$ cat config.mk
export PLATFORM = sky130hd
export DESIGN_NAME = framebuffer_fetch_requester
export DESIGN_NICKNAME = d
export VERILOG_FILES = /design/src/rtl/framebuffer_pkg.sv /design/src/rtl/fetch_credit_counter.sv /design/src/rtl/framebuffer_fetch_requester.sv
export SDC_FILE = /design/constraint.sdc
export NUM_CORES = 1
export LEC_CHECK = 0
export ABC_CLOCK_PERIOD_IN_PS = 3600
export CAP_MARGIN = 20
export CELL_PAD_IN_SITES_DETAIL_PLACEMENT = 0
export CELL_PAD_IN_SITES_GLOBAL_PLACEMENT = 2
export CORE_MARGIN = 10
export CORE_UTILIZATION = 30
export DETAILED_ROUTE_END_ITERATION = 8
export GPL_TIMING_DRIVEN = 0
export PLACE_DENSITY = 0.76
export REMOVE_ABC_BUFFERS = 1
export SYNTH_ARGS = -nofsm -noshare
export SYNTH_HDL_FRONTEND = slang
export SYNTH_HIERARCHICAL = 1
export SYNTH_SLANG_ARGS = --single-unit
$ cat constraint.sdc
create_clock -name aclk -period 3.6 [get_ports aclk]
set_clock_uncertainty 0.05 [all_clocks]
set_input_delay 0.72 -clock aclk [delete_from_list [all_inputs] [get_ports aclk]]
set_output_delay 0.72 -clock aclk [all_outputs]
set_load 0.005 [all_outputs]
$ cat src/rtl/framebuffer_pkg.sv
// Shared framebuffer definitions: AXI constants, pixel-position/tag widths, invalid tag.
// No logic, no latency.
// No flow control.
package framebuffer_pkg;

  localparam logic [1:0]  BURST_INCR      = 2'b01;
  localparam logic [7:0]  ARLEN_SINGLE    = 8'd0;
  // Wide all-ones value; users slice it down to their own tag width.
  localparam logic [63:0] TAG_INVALID_ALL = '1;

  // Bits of pixel index that select a pixel within one memory word.
  function automatic int pos_width(input int data_width, input int pixel_width);
    return $clog2(data_width / pixel_width);
  endfunction

  // Remaining upper pixel-index bits identify the memory word (line).
  function automatic int tag_width(input int addr_width, input int data_width,
                                   input int pixel_width);
    return addr_width - pos_width(data_width, pixel_width);
  endfunction

endpackage

$ cat src/rtl/fetch_credit_counter.sv
// Outstanding read counter: +1 per AR handshake, -1 per consumed R beat; flags issue credit.
// Count updates one cycle after the handshakes; can_issue is combinational.
// A pending (not yet handshaken) AR already holds a credit so the limit is never exceeded.
module fetch_credit_counter #(
  parameter int MAX_OUTSTANDING = 4,
  parameter int CNT_W           = $clog2(MAX_OUTSTANDING) + 1
) (
  input  logic             clk,
  input  logic             rst,
  input  logic             inc,
  input  logic             dec,
  input  logic             pending,
  output logic [CNT_W-1:0] count,
  output logic             can_issue
);

  logic [CNT_W:0] committed;

  assign committed = {1'b0, count} + {{CNT_W{1'b0}}, pending};
  // A beat retiring this cycle always frees a credit for a new miss.
  assign can_issue = (committed < (CNT_W + 1)'(MAX_OUTSTANDING)) || dec;

  // Counter: simultaneous inc and dec cancel.
  always_ff @(posedge clk or posedge rst) begin
    if (rst) begin
      count <= '0;
    end else if (inc && !dec) begin
      count <= count + CNT_W'(1);
    end else if (dec && !inc) begin
      count <= count - CNT_W'(1);
    end
  end

  // An R beat can only retire a read that was actually issued.
  a_no_underflow: assert property (@(posedge clk) disable iff (rst)
    (dec && !inc) |-> (count != '0));

endmodule

$ cat src/rtl/framebuffer_fetch_requester.sv
// Issues one AR per new memory word in a pixel-address stream and forwards every address to the serializer.
// Accept -> m_fetch_tvalid / arvalid one cycle later; 1 address/cycle on hits and on credited misses.
// Stalls input on a busy fetch slot, or on a miss with a busy AR slot or no credit. Optional stats: FRAMEBUFFER_FETCH_REQUESTER_STATS_EN.
module framebuffer_fetch_requester
  import framebuffer_pkg::*;
#(
  parameter int DATA_WIDTH      = 32,
  parameter int ADDR_WIDTH      = 32,
  parameter int ID_WIDTH        = 8,
  parameter int PIXEL_WIDTH     = 16,
  parameter int MAX_OUTSTANDING = 4
) (
  input  logic                  aclk,
  input  logic                  reset,
  input  logic [ADDR_WIDTH-1:0] cfg_base_addr,
  input  logic                  s_addr_tvalid,
  output logic                  s_addr_tready,
  input  logic [ADDR_WIDTH-1:0] s_addr_taddr,
  input  logic                  s_addr_tlast,
  output logic                  m_fetch_tvalid,
  input  logic                  m_fetch_tready,
  output logic [ADDR_WIDTH-1:0] m_fetch_taddr,
  output logic                  m_fetch_tlast,
`ifdef FRAMEBUFFER_FETCH_REQUESTER_STATS_EN
  output logic [31:0]           stat_requests,
  output logic [31:0]           stat_misses,
`endif
  output logic [ID_WIDTH-1:0]   m_mem_axi_arid,
  output logic [ADDR_WIDTH-1:0] m_mem_axi_araddr,
  output logic [7:0]            m_mem_axi_arlen,
  output logic [2:0]            m_mem_axi_arsize,
  output logic [1:0]            m_mem_axi_arburst,
  output logic                  m_mem_axi_arvalid,
  input  logic                  m_mem_axi_arready,
  input  logic                  mon_rvalid,
  input  logic                  mon_rready
);

  localparam int POS_W   = pos_width(DATA_WIDTH, PIXEL_WIDTH);
  localparam int TAG_W   = tag_width(ADDR_WIDTH, DATA_WIDTH, PIXEL_WIDTH);
  localparam int BYTE_SH = $clog2(DATA_WIDTH / 8);
  localparam int CNT_W   = $clog2(MAX_OUTSTANDING) + 1;
  localparam logic [TAG_W-1:0] TAG_INV = TAG_INVALID_ALL[TAG_W-1:0];

  typedef enum logic {RUN, STALL} state_t;

  state_t           state, state_nxt;
  logic [TAG_W-1:0] tag, last_tag;
  logic [CNT_W-1:0] outstanding;
  logic             miss, slot_free, ar_free, can_issue, miss_ok, accept;
  logic             ar_fire, r_fire;

  assign tag       = s_addr_taddr[ADDR_WIDTH-1:POS_W];
  // Same compare as the serializer, so an all-ones tag hits the reset value.
  assign miss      = (tag != last_tag);
  assign slot_free = !m_fetch_tvalid || m_fetch_tready;
  assign ar_free   = !m_mem_axi_arvalid || m_mem_axi_arready;
  assign miss_ok   = ar_free && can_issue;
  assign accept    = s_addr_tvalid && s_addr_tready;
  assign ar_fire   = m_mem_axi_arvalid && m_mem_axi_arready;
  assign r_fire    = mon_rvalid && mon_rready;

  assign m_mem_axi_arid    = '0;
  assign m_mem_axi_arlen   = ARLEN_SINGLE;
  assign m_mem_axi_arsize  = 3'(BYTE_SH);
  assign m_mem_axi_arburst = BURST_INCR;

  fetch_credit_counter #(
    .MAX_OUTSTANDING(MAX_OUTSTANDING),
    .CNT_W          (CNT_W)
  ) u_credit (
    .clk      (aclk),
    .rst      (reset),
    .inc      (ar_fire),
    .dec      (r_fire),
    .pending  (m_mem_axi_arvalid),
    .count    (outstanding),
    .can_issue(can_issue)
  );

  // State register: tracks whether a miss is waiting on credit or the AR slot.
  always_ff @(posedge aclk or posedge reset) begin
    if (reset) state <= RUN;
    else       state <= state_nxt;
  end

  // Accept decision and stall tracking; tready never looks at tvalid.
  always_comb begin
    state_nxt     = state;
    s_addr_tready = 1'b0;
    if (!reset) s_addr_tready = slot_free && (!miss || miss_ok);
    case (state)
      RUN:     if (s_addr_tvalid && miss && !miss_ok) state_nxt = STALL;
      STALL:   if (!s_addr_tvalid || !miss || miss_ok) state_nxt = RUN;
      default: state_nxt = RUN;
    endcase
  end

  // Forward slot, AR slot and line tag; tlast invalidates the tag for the next frame.
  always_ff @(posedge aclk or posedge reset) begin
    if (reset) begin
      m_fetch_tvalid    <= 1'b0;
      m_fetch_taddr     <= '0;
      m_fetch_tlast     <= 1'b0;
      m_mem_axi_arvalid <= 1'b0;
      m_mem_axi_araddr  <= '0;
      last_tag          <= TAG_INV;
    end else begin
      if (accept) begin
        m_fetch_tvalid <= 1'b1;
        m_fetch_taddr  <= s_addr_taddr;
        m_fetch_tlast  <= s_addr_tlast;
      end else if (m_fetch_tready) begin
        m_fetch_tvalid <= 1'b0;
      end
      if (accept && miss) begin
        m_mem_axi_arvalid <= 1'b1;
        m_mem_axi_araddr  <= cfg_base_addr + (ADDR_WIDTH'(tag) << BYTE_SH);
      end else if (m_mem_axi_arready) begin
        m_mem_axi_arvalid <= 1'b0;
      end
      if (accept) begin
        if (s_addr_tlast) last_tag <= TAG_INV;
        else if (miss)    last_tag <= tag;
      end
    end
  end

`ifdef FRAMEBUFFER_FETCH_REQUESTER_STATS_EN
  // Free-running statistics, wrapping at 2^32.
  always_ff @(posedge aclk or posedge reset) begin
    if (reset) begin
      stat_requests <= '0;
      stat_misses   <= '0;
    end else if (accept) begin
      stat_requests <= stat_requests + 32'd1;
      if (miss) stat_misses <= stat_misses + 32'd1;
    end
  end
`endif

endmodule

==> metrics.txt <==
pwr dens=691 nW/µm²; Worst EP arrival=3470 ps; Syn. warnings=6; Sink Count=101; post-route cell area=7880 µm²; IO Pins=161; Total GRT Usage=0.131; fraction of registers with async set or reset after synthesis=1.00; Max rail drop VDD=0.000294 V; Critical Path RT=3780 ps; CTS H-tree depth=3; CTS tree=done; share of cells above drive strength 1=0.168; Max clock buf depth=2; Initial Util=0.305; CP startpoint kind=primary input; Post-Syn Area=5940 µm²; Core Footprint=19,500 µm²; vias per inst=4.69; final routed DRC violation total=0; Final Hold Fails=0; FP Rows=51; largest net degree at the start of global routing=72; leak pwr=0.00358 µW; Fmax=304 MHz; Total Nets Final=802; initial antenna violation count=0; Crit Path Category=primary input to register; Post-synth EDFFs=0; remaining antenna violation count after routing=0; clock transition at the registers of the reported paths=70 ps; hold_buf cts=0; status=completed; DPL Wire Length=13,200 µm; DIE WIDTH=161 µm; first-pass GRT wire length=27,000 µm; period utilization=0.914; final setup fails=0; RSZ-0062 raised after global routing=no; Worst setup EP type=register; Main synth FF type=dfrtp_1; Max-Cap Viols=0; slew margin rel.=0.547; DR WL/cell=17.9 µm; final WL=17,300 µm; maximum fanout along the worst path=3; DP Area=7540 µm²; fin crit period=3290 ps; CTS Buf Count=9; Antenna Cells=0; First-pass DRT Iterations=4; Worst Tran Pin Value=680 ps; Unique masters post-synth=60; Area Overhead vs Synth=32.7%; Syn Inst Count=563; Iter 0 DRT Violations=161; Syn Area/Cell=10.5 µm²; Root Buffer=clkbuf_16; #FFs+latches synth=101; final hold slack=429 ps; vias in the first global route=4,857; clock latency on the worst-skew pair=360 ps; gpl congestion=0.803; via count=4,536; die area=25,800 µm²; PortBufs=139; Die Ht=161 µm; setup TNS=0 ps; Hold Path Class=register to register; Seq/Total Area, Yosys=0.432; Slew Viols, Final=0; GRT overflow=0
[per-layer routing]
layer	wire, µm	track usage
met1	7940	0.166
met5	0	0
met4	277	0.0451
met3	886	0.0322
met2	8190	0.213
[through the flow]
stage	cells	worst slack [ps]	utilization	power, µW
finish	968	309	0.405	5450
global route	968	87.6	0.405	5840
CTS	968	-28.5	0.405	5550
detailed placement	950	-598	0.388	4430
global placement	948	-2430	0.384	4390
floorplan	544	-391	-	3250
[sequential cells by signal, summed over array words and instances (netlist names)]
register           flops
last_tag              31
m_fetch_taddr         32
m_fetch_tlast          1
m_fetch_tvalid         1
m_mem_axi_araddr      32
m_mem_axi_arvalid      1
u_credit/count         3
[power breakdown]
| group | switching [µW] | internal (µW) |
|---|---|---|
| registers | 334 | 1820 |
| clock network | 464 | 585 |
| logic | 877 | 1370 |
| total | 1670 | 3770 |
[area by class of cell]
class | instances | area [µm²]
Fill cell | 1921 | 11600
Clock inverter | 6 | 65.1
Timing Repair Buffer | 143 | 1410
Inverter | 10 | 40.0
Clock buffer | 10 | 250
Sequential cell | 101 | 2570
Tap cell | 265 | 332
Multi-Input combinational cell | 433 | 3220
[repair_timing]
action | 4_1_cts | 5_1_grt
pin swaps | 5 | 11
buffers inserted | 2 | 0
gates resized for setup | 34 | 23
endpoints found under the setup margin | 30 | 5
[worst paths after layout]
| path | start | endpoint | slack [ps] | cells after the start |
|---|---|---|---|---|
| max | cfg_base_addr[2] | m_mem_axi_araddr[28]$_DFFE_PP0P_ | 310 | 12 |
| min | u_credit/count[2]$_DFFE_PP0P_ | u_credit/count[2]$_DFFE_PP0P_ | 430 | 1 |
| max reg2reg | last_tag[25]$_DFFE_PP1P_ | last_tag[1]$_DFFE_PP1P_ | 500 | 9 |
| min reg2reg | u_credit/count[2]$_DFFE_PP0P_ | u_credit/count[2]$_DFFE_PP0P_ | 430 | 1 |
| max in group asynchronous | reset | last_tag[22]$_DFFE_PP1P_ | 1890 | 3 |
| min in group asynchronous | reset | u_credit/count[1]$_DFFE_PP0P_ | 630 | 2 |
[kinds of logic after synthesis]
kind of cell / share of synthesized area
AOI/OAI and AO/OA: 0.115
xor gates and xnor gates: 0.0855
adders and majority gates: 0.0699
buffers and inverters: 0.0491
DFF: 0.432
muxes: 0.120
other: 0.00126
and+or+nand+nor: 0.128
[Yosys cell counts, drive strengths merged, types with 3 or more instances]
cell	n	area, µm²
nand4	8	50.1
inv	10	37.5
dfrtp	70	1750
xor2	31	272
nand2	71	269
buf	31	228
nor4	4	25.0
o32a	5	50.1
a21oi	30	158
o31ai	4	30.0
o211ai	4	30.0
and3	3	18.8
or2	3	21.3
dfstp	31	815
o21ai	36	180
ha	30	375
nand2b	8	50.1
mux2i	25	250
a21o	11	82.6
nand3	9	45.0
and2	6	40.0
clkbuf	7	26.3
nor2	17	78.8
nor3	9	45.0
xnor2	27	236
o21a	4	31.3
mux2	36	462
nor3b	3	22.5
[cell usage in the layout, fill, tap and decap left out, drive strengths merged, types with 6 or more instances in the layout]
cell type	netlist	routed
dfstp	31	31
xor2	31	31
xnor2	27	27
clkdlybuf4s50	0	107
mux2i	25	25
and2	6	6
o21ai	36	36
nand3	9	9
a21oi	30	30
ha	30	30
a21o	11	11
dfrtp	70	70
mux2	36	36
clkbuf	7	18
nor2	17	17
nand2b	8	8
dlygate4sd2	0	19
nor3	9	9
nand4	8	8
inv	10	12
nand2	71	71
conb	2	21
[worst max-delay path, stage by stage]
cell,delay (ps)
clkdlybuf4s50_1,460
ha_1,190
inv_1,60
fa_1,400
nand2b_1,200
a21oi_2,240
o21a_1,230
nor3_1,110
o31ai_2,400
a41oi_1,190
xor2_1,190
o21ai_1,70
Note: power is estimated with default switching activity, not from simulation.
